$ cat src/rtl/rv_exec_pkg.sv
// Shared constants, ALU codes and control bundle for the exec stage.
// Imported by rv_decode, rv_alu and rv_exec_unit.
package rv_exec_pkg;

    localparam int XLEN   = 32;
    localparam int CTRL_W = 6;

    localparam logic [6:0] OP_R    = 7'b0110011;
    localparam logic [6:0] OP_IALU = 7'b0010011;
    localparam logic [6:0] OP_LOAD = 7'b0000011;
    localparam logic [6:0] OP_STOR = 7'b0100011;
    localparam logic [6:0] OP_BRCH = 7'b1100011;
    localparam logic [6:0] OP_LUI  = 7'b0110111;

    localparam logic [2:0] F3_ADD = 3'b000;
    localparam logic [2:0] F3_SLL = 3'b001;
    localparam logic [2:0] F3_W   = 3'b010;
    localparam logic [2:0] F3_SR  = 3'b101;

    localparam logic [6:0] F7_BASE = 7'b0000000;
    localparam logic [6:0] F7_ALT  = 7'b0100000;

    typedef enum logic [CTRL_W-1:0] {
        ALU_ADD   = 6'd0,
        ALU_SUB   = 6'd1,
        ALU_AND   = 6'd2,
        ALU_OR    = 6'd3,
        ALU_XOR   = 6'd4,
        ALU_SLL   = 6'd5,
        ALU_SRL   = 6'd6,
        ALU_SRA   = 6'd7,
        ALU_SLT   = 6'd8,
        ALU_SLTU  = 6'd9,
        ALU_PASSB = 6'd10,
        ALU_NOP   = 6'd63
    } alu_op_e;

    typedef struct packed {
        alu_op_e alu_ctr;
        logic    alusrc;
        logic    regwrite;
        logic    memread;
        logic    memwrite;
        logic    memtoreg;
        logic    branch;
        logic    illegal;
    } ctrl_t;

    // alt picks SUB / SRA; callers gate it so ADDI never becomes SUB.
    function automatic alu_op_e f3_to_alu(input logic [2:0] f3,
                                          input logic       alt);
        alu_op_e op;
        case (f3)
            3'b000:  op = alt ? ALU_SUB : ALU_ADD;
            3'b001:  op = ALU_SLL;
            3'b010:  op = ALU_SLT;
            3'b011:  op = ALU_SLTU;
            3'b100:  op = ALU_XOR;
            3'b101:  op = alt ? ALU_SRA : ALU_SRL;
            3'b110:  op = ALU_OR;
            default: op = ALU_AND;
        endcase
        return op;
    endfunction

endpackage

$ cat src/rtl/rv_alu.sv
// Combinational 32-bit ALU.
// Ports: op, a, b in; result out (NOP and unknown codes give 0).
module rv_alu
    import rv_exec_pkg::*;
(
    input  alu_op_e         op,
    input  logic [XLEN-1:0] a,
    input  logic [XLEN-1:0] b,
    output logic [XLEN-1:0] result
);
    logic [4:0] sh;

    assign sh = b[4:0];

    always_comb begin
        result = '0;
        unique case (op)
            ALU_ADD:   result = a + b;
            ALU_SUB:   result = a - b;
            ALU_AND:   result = a & b;
            ALU_OR:    result = a | b;
            ALU_XOR:   result = a ^ b;
            ALU_SLL:   result = a << sh;
            ALU_SRL:   result = a >> sh;
            ALU_SRA:   result = $signed(a) >>> sh;
            ALU_SLT:   result = {31'b0, $signed(a) < $signed(b)};
            ALU_SLTU:  result = {31'b0, a < b};
            ALU_PASSB: result = b;
            default:   result = '0;
        endcase
    end

endmodule

$ cat src/rtl/rv_decode.sv
// Combinational decoder: instruction -> control bundle and immediates.
// Ports: instruction in; ctrl, imm (operand-B immediate), branch_imm out.
module rv_decode
    import rv_exec_pkg::*;
(
    input  logic [XLEN-1:0] instruction,
    output ctrl_t           ctrl,
    output logic [XLEN-1:0] imm,
    output logic [XLEN-1:0] branch_imm
);
    logic [6:0] opcode;
    logic [2:0] funct3;
    logic [6:0] funct7;
    logic [XLEN-1:0] imm_i;
    logic [XLEN-1:0] imm_s;
    logic r_ok;
    logic i_ok;

    assign opcode = instruction[6:0];
    assign funct3 = instruction[14:12];
    assign funct7 = instruction[31:25];

    assign imm_i = {{20{instruction[31]}}, instruction[31:20]};
    assign imm_s = {{20{instruction[31]}}, instruction[31:25],
                    instruction[11:7]};
    assign branch_imm = {{19{instruction[31]}}, instruction[31],
                         instruction[7], instruction[30:25],
                         instruction[11:8], 1'b0};

    // Alternate funct7 only exists for SUB and SRA.
    assign r_ok = (funct7 == F7_BASE) ||
                  (funct7 == F7_ALT &&
                   (funct3 == F3_ADD || funct3 == F3_SR));
    // Only shift-immediates constrain the upper bits.
    assign i_ok = (funct3 == F3_SLL) ? (funct7 == F7_BASE) :
                  (funct3 == F3_SR)  ? (funct7 == F7_BASE ||
                                        funct7 == F7_ALT) : 1'b1;

    always_comb begin
        ctrl         = '0;
        ctrl.alu_ctr = ALU_NOP;
        ctrl.illegal = 1'b1;
        imm          = '0;
        unique case (1'b1)
            (opcode == OP_R && r_ok): begin
                ctrl.illegal  = 1'b0;
                ctrl.regwrite = 1'b1;
                ctrl.alu_ctr  = f3_to_alu(funct3, instruction[30]);
            end
            (opcode == OP_IALU && i_ok): begin
                ctrl.illegal  = 1'b0;
                ctrl.regwrite = 1'b1;
                ctrl.alusrc   = 1'b1;
                ctrl.alu_ctr  = f3_to_alu(funct3,
                    (funct3 == F3_SR) && instruction[30]);
                imm = imm_i;
            end
            (opcode == OP_LOAD && funct3 == F3_W): begin
                ctrl.illegal  = 1'b0;
                ctrl.alu_ctr  = ALU_ADD;
                ctrl.alusrc   = 1'b1;
                ctrl.memread  = 1'b1;
                ctrl.memtoreg = 1'b1;
                ctrl.regwrite = 1'b1;
                imm = imm_i;
            end
            (opcode == OP_STOR && funct3 == F3_W): begin
                ctrl.illegal  = 1'b0;
                ctrl.alu_ctr  = ALU_ADD;
                ctrl.alusrc   = 1'b1;
                ctrl.memwrite = 1'b1;
                imm = imm_s;
            end
            (opcode == OP_BRCH && funct3 == F3_ADD): begin
                ctrl.illegal = 1'b0;
                ctrl.alu_ctr = ALU_SUB;
                ctrl.branch  = 1'b1;
            end
            (opcode == OP_LUI): begin
                ctrl.illegal  = 1'b0;
                ctrl.alu_ctr  = ALU_PASSB;
                ctrl.alusrc   = 1'b1;
                ctrl.regwrite = 1'b1;
                imm = {instruction[31:12], 12'b0};
            end
            default: ;
        endcase
    end

endmodule

$ cat src/rtl/rv_exec_unit.sv
// Registered decode + execute stage: decode, operand-B mux, ALU, out regs.
// Ports: clk, reset(n), in_valid, instruction, rs1/rs2_data in; results out.
module rv_exec_unit
    import rv_exec_pkg::*;
(
    input  logic              clk,
    input  logic              reset,
    input  logic              in_valid,
    input  logic [XLEN-1:0]   instruction,
    input  logic [XLEN-1:0]   rs1_data,
    input  logic [XLEN-1:0]   rs2_data,
    output logic              out_valid,
    output logic [XLEN-1:0]   alu_result,
    output logic              zero,
    output logic [CTRL_W-1:0] alu_ctr,
    output logic              alusrc,
    output logic              regwrite,
    output logic              memread,
    output logic              memwrite,
    output logic              memtoreg,
    output logic              branch,
    output logic [4:0]        rd,
    output logic [XLEN-1:0]   store_data,
    output logic [XLEN-1:0]   branch_imm,
    output logic              illegal
);
    ctrl_t           ctrl_d;
    logic [XLEN-1:0] imm_d;
    logic [XLEN-1:0] bimm_d;
    logic [XLEN-1:0] opb_d;
    logic [XLEN-1:0] res_d;

    logic              valid_q;
    logic [XLEN-1:0]   res_q;
    logic              zero_q;
    logic [CTRL_W-1:0] ctr_q;
    logic              alusrc_q;
    logic              rw_q;
    logic              mr_q;
    logic              mw_q;
    logic              mtr_q;
    logic              br_q;
    logic [4:0]        rd_q;
    logic [XLEN-1:0]   sd_q;
    logic [XLEN-1:0]   bimm_q;
    logic              ill_q;

    rv_decode u_dec (
        .instruction (instruction),
        .ctrl        (ctrl_d),
        .imm         (imm_d),
        .branch_imm  (bimm_d)
    );

    assign opb_d = ctrl_d.alusrc ? imm_d : rs2_data;

    rv_alu u_alu (
        .op     (ctrl_d.alu_ctr),
        .a      (rs1_data),
        .b      (opb_d),
        .result (res_d)
    );

    always_ff @(posedge clk or negedge reset) begin
        if (!reset) begin
            valid_q  <= 1'b0;
            res_q    <= '0;
            zero_q   <= 1'b0;
            ctr_q    <= '0;
            alusrc_q <= 1'b0;
            rw_q     <= 1'b0;
            mr_q     <= 1'b0;
            mw_q     <= 1'b0;
            mtr_q    <= 1'b0;
            br_q     <= 1'b0;
            rd_q     <= '0;
            sd_q     <= '0;
            bimm_q   <= '0;
            ill_q    <= 1'b0;
        end else if (in_valid) begin
            valid_q  <= 1'b1;
            res_q    <= res_d;
            zero_q   <= (res_d == '0);
            ctr_q    <= ctrl_d.alu_ctr;
            alusrc_q <= ctrl_d.alusrc;
            rw_q     <= ctrl_d.regwrite;
            mr_q     <= ctrl_d.memread;
            mw_q     <= ctrl_d.memwrite;
            mtr_q    <= ctrl_d.memtoreg;
            br_q     <= ctrl_d.branch;
            rd_q     <= instruction[11:7];
            sd_q     <= rs2_data;
            bimm_q   <= bimm_d;
            ill_q    <= ctrl_d.illegal;
        end else begin
            // Bubble: kill side-effecting controls, hold the data path.
            valid_q <= 1'b0;
            rw_q    <= 1'b0;
            mr_q    <= 1'b0;
            mw_q    <= 1'b0;
            mtr_q   <= 1'b0;
            br_q    <= 1'b0;
        end
    end

    assign out_valid  = valid_q;
    assign alu_result = res_q;
    assign zero       = zero_q;
    assign alu_ctr    = ctr_q;
    assign alusrc     = alusrc_q;
    assign regwrite   = rw_q;
    assign memread    = mr_q;
    assign memwrite   = mw_q;
    assign memtoreg   = mtr_q;
    assign branch     = br_q;
    assign rd         = rd_q;
    assign store_data = sd_q;
    assign branch_imm = bimm_q;
    assign illegal    = ill_q;

endmodule

$ cat config.mk
export PLATFORM = sky130hd
export DESIGN_NAME = rv_exec_unit
export DESIGN_NICKNAME = d
export VERILOG_FILES = /design/src/rtl/rv_exec_pkg.sv /design/src/rtl/rv_alu.sv /design/src/rtl/rv_decode.sv /design/src/rtl/rv_exec_unit.sv
export SDC_FILE = /design/constraint.sdc
export NUM_CORES = 1
export LEC_CHECK = 0
export ABC_AREA = 1
export BUFFER_PORTS_ARGS = -buffer_cell sky130_fd_sc_hd__buf_4
export CORE_MARGIN = 4
export CORE_UTILIZATION = 41
export CTS_CLUSTER_DIAMETER = 50
export CTS_CLUSTER_SIZE = 40
export DETAILED_ROUTE_END_ITERATION = 7
export SYNTH_ARGS = -nofsm -noshare
export SYNTH_HDL_FRONTEND = slang
export SYNTH_HIERARCHICAL = 1
export SYNTH_SLANG_ARGS = --single-unit
$ cat constraint.sdc
create_clock -name clk -period 0.8 [get_ports clk]
set_input_delay 0.16 -clock clk [delete_from_list [all_inputs] [get_ports clk]]
set_output_delay 0.16 -clock clk [all_outputs]
set_load 0.005 [all_outputs]
==> metrics.md <==
| Metric | Value |
|---|---|
| I/O pins | `roughly 220` |
| Share of the synthesized area in the top cell type | `0.254` |
| Post-synthesis mux area share | `0` |
| Place WS | `-3.62 ns` |
| Post-synth EDFFs | `0` |
| Synthesized area per cell | `~5.6 µm²` |
| Pwr Density | `1030 nW/µm²` |
| Synthesis-to-finish area growth | `67.8%` |
| CP most frequent cell | `buf_6` |
| Largest fanout on the critical path | `6` |
| Async SR Flop Fraction | `1.00` |
| Synth area leader | `nand2_1` |
| Final worst slack | `-2.70 ns` |
| Failing checks | `DRC, setup timing` |
| Simple-gate share of the synthesized area | `0.488` |
| Syn_nets | `roughly 3100` |
| Starting Density | `0.416` |
| WL/cell | `21.5 µm` |
| Residual DRC count | `1` |
| Total track usage | `0.388` |
| Post-route clock skew | `0 ns` |
| Design Area, Final | `27900 µm²` |
| Pin count of the biggest net entering global routing | `55` |
| Hold WC Path Type | `in -> reg` |
| Leak Pwr | `around 15 nW` |
| RePlAce Congestion | `between 1 and 1.5` |
| Die area | `around 44000 µm²` |
| Total Wirelength | `92.5 mm` |
| Worst-skew pair later-pin latency | `around 0.43 ns` |
| Post-Syn Area | `between 15000 and 20000 µm²` |
| Commonest non-fill, non-tap cell in the layout | `nand2_1` |
| Maxcap violations | `0` |
| Synth Area in XOR/XNOR | `0.00105` |
| Fill cells | `3324` |
| Setup TNS | `-118.84 ns` |
| RSZ-0062 raised after global routing | `true` |
| Status | `finished, violations left` |
| Cell variety after synth | `51` |
| Pre-antenna DRT Iters | `8` |
| Synth warnings | `6` |
| Vias | `23900` |
| FMAX | `286 MHz` |
| Critical Path Max Stage Delay | `approximately 0.34 ns` |
| Finished Core Util | `0.698` |
| Adder-cell area share of the yosys netlist | `0.0777` |
| Die W | `209 µm` |
| Peak VDD IR | `1.14 mV` |
| Clock slew at reported path FFs | `about 0.06 ns` |
| H-tree levels | `4` |
| CTS tree | `yes` |
| CP Class | `in -> reg` |
| Primary FF master, synth | `dfrtp_1` |
| Worst r2r src | `store_data[28]$_DFFE_PN0P_` |
| Ranking of synthesized cells by area | `nand2_1, dfrtp_1, nand3_1` |
| #FFs+latches synth | `116` |
| First-pass GRT wire length | `131 mm` |
| Critical path startpoint | `instruction[6]` |
| Area of the multi-input gates | `13900 µm²` |
| Arrival time worst endpoint | `3.86 ns` |
| DP Area | `23100 µm²` |
| Synth Area in Compound Gates | `0.110` |
| Clock Tree Buf Depth | `2` |
| Largest family of logic cells by synthesized area | `simple AND/OR/NAND/NOR gates` |
| Root Driver | `clkbuf_16` |
| Slowest CP cell | `nor3_1` |
| Core area | `between 30000 and 40000 µm²` |
| Row cnt | `73` |
| Vias per Instance | `5.55` |
| Worst hold start | `rs2_data[7]` |
| Vias in the first global route | `approximately 22000` |
| Hold slack | `a little under 0.04 ns` |
| Detail Route Antenna Nets | `0` |
| Crit end category | `flop` |
| ANT cells | `0` |
| Sequential cell area | `2900 µm²` |
| WP data required | `1.15 ns` |
| Dpl hpwl | `72.9 mm` |
| Initial DRC count | `2787` |
| Sequential element share of the synthesized area | `0.175` |
| Rel. slew slack | `0.492` |
| # clock sinks | `between 100 and 150` |
| Period utilization | `4.38` |
| Post-synthesis cell count | `2943` |
| Fin crit period | `3.50 ns` |
| Measured slew at the worst slew-check pin | `0.758 ns` |
| Fraction of layout cells with a size suffix above 1 | `0.439` |
| GR Overflow Total | `0` |
| Setup violations, final | `160` |
| Final net count | `just under 4000` |
| Initial antenna violation count | `0` |
| # port buffers | `about 210` |
| Element type at the critical path start | `input pin` |
| Final Hold Vio Count | `0` |
| Slew Limit Fails | `0` |
| CTS Buf Count | `17` |
| Most frequent cells in the layout | `nand2_1, buf_4, nand3_1, inv_1, buf_6` |
| Die Ht | `209 µm` |
synthesized netlist by cell type (all sizes together), types with 5 or more instances:
| cell type | number |
|---|---|
| nand2 | 1144 |
| nand3 | 404 |
| inv | 371 |
| nor2 | 255 |
| o21ai | 156 |
| buf | 137 |
| dfrtp | 116 |
| ha | 100 |
| a21oi | 84 |
| nand4 | 33 |
| nor3 | 31 |
| clkbuf | 25 |
| o211ai | 25 |
| o21bai | 13 |
| o22ai | 13 |
| and2 | 9 |
| or2 | 5 |
logic make-up after synthesis:
logic type / count (synthesis)
fa+ha+maj: 102
xor+xnor: 2
other cells: 1
simple gates: 1887
buf+inv: 533
compound gates: 302
flops: 116
routing by layer:
metal  track usage  vias to the layer above  part of all wire
met5             0                        -                 0
met4         0.153                        0             0.053
met2         0.601                     1397              0.44
li1              -                    10900                 -
met3        0.0848                      278              0.11
met1         0.527                    11200              0.40
path summary, 6_finish.rpt:
kind                            depth (start not counted)  slack [ns]                          to
worst max register to register                          3       -0.04  store_data[28]$_DFFE_PN0P_
worst min-delay path                                    3        0.04   store_data[7]$_DFFE_PN0P_
worst min register to register                          2        0.49  alu_result[17]$_DFFE_PN0P_
worst max-delay path                                   30       -2.70            zero$_DFFE_PN0P_
max in group asynchronous                               3        0.19   store_data[8]$_DFFE_PN0P_
min in group asynchronous                               3        0.26  branch_imm[17]$_DFFE_PN0P_
report_power, final:
| part | internal [W] | switching (W) |
|---|---|---|
| sequential | 0.00624 | 0.000303 |
| clock | 0.00479 | 0.00311 |
| combinational | 0.00630 | 0.00802 |
state kept, by name, summed over array words and instances (netlist names), 5 cells and up:
name and cells:
alu_ctr 6, alu_result 32, branch_imm 32, rd 5, store_data 32
repair_timing:
action,in CTS,in global routing
pin swaps,84,188
endpoints found under the setup margin,158,161
hold buffers,1,0
endpoints found under the hold margin,116,0
resized for setup,386,493
gates cloned,3,2
buffers inserted,41,93
final cells by class:
cell class / count / area share
Sequential cell: 116 / 0.104
Clock buffer: 19 / 0.0162
Clock inverter: 13 / 0.00521
Tap cell: 525 / 0.0236
Timing Repair Buffer: 960 / 0.302
Inverter: 371 / 0.0518
Multi-Input combinational cell: 2295 / 0.497
stage by stage:
step                total power (W)  cells
detailed placement           0.0179   4137
CTS                          0.0269   4212
floorplan                    0.0121   2943
global route                 0.0300   4299
global placement             0.0177   4137
finish                       0.0288   4299
worst max-delay path, delay by kind of cell:
| family | cells | cell delay (ns) |
|---|---|---|
| adders and majority gates | 1 | 0.22 |
| and+or+nand+nor | 15 | 1.80 |
| AOI/OAI and AO/OA | 3 | 0.27 |
| buffers and inverters | 11 | 1.36 |
Note: power is estimated with default switching activity, not from simulation.
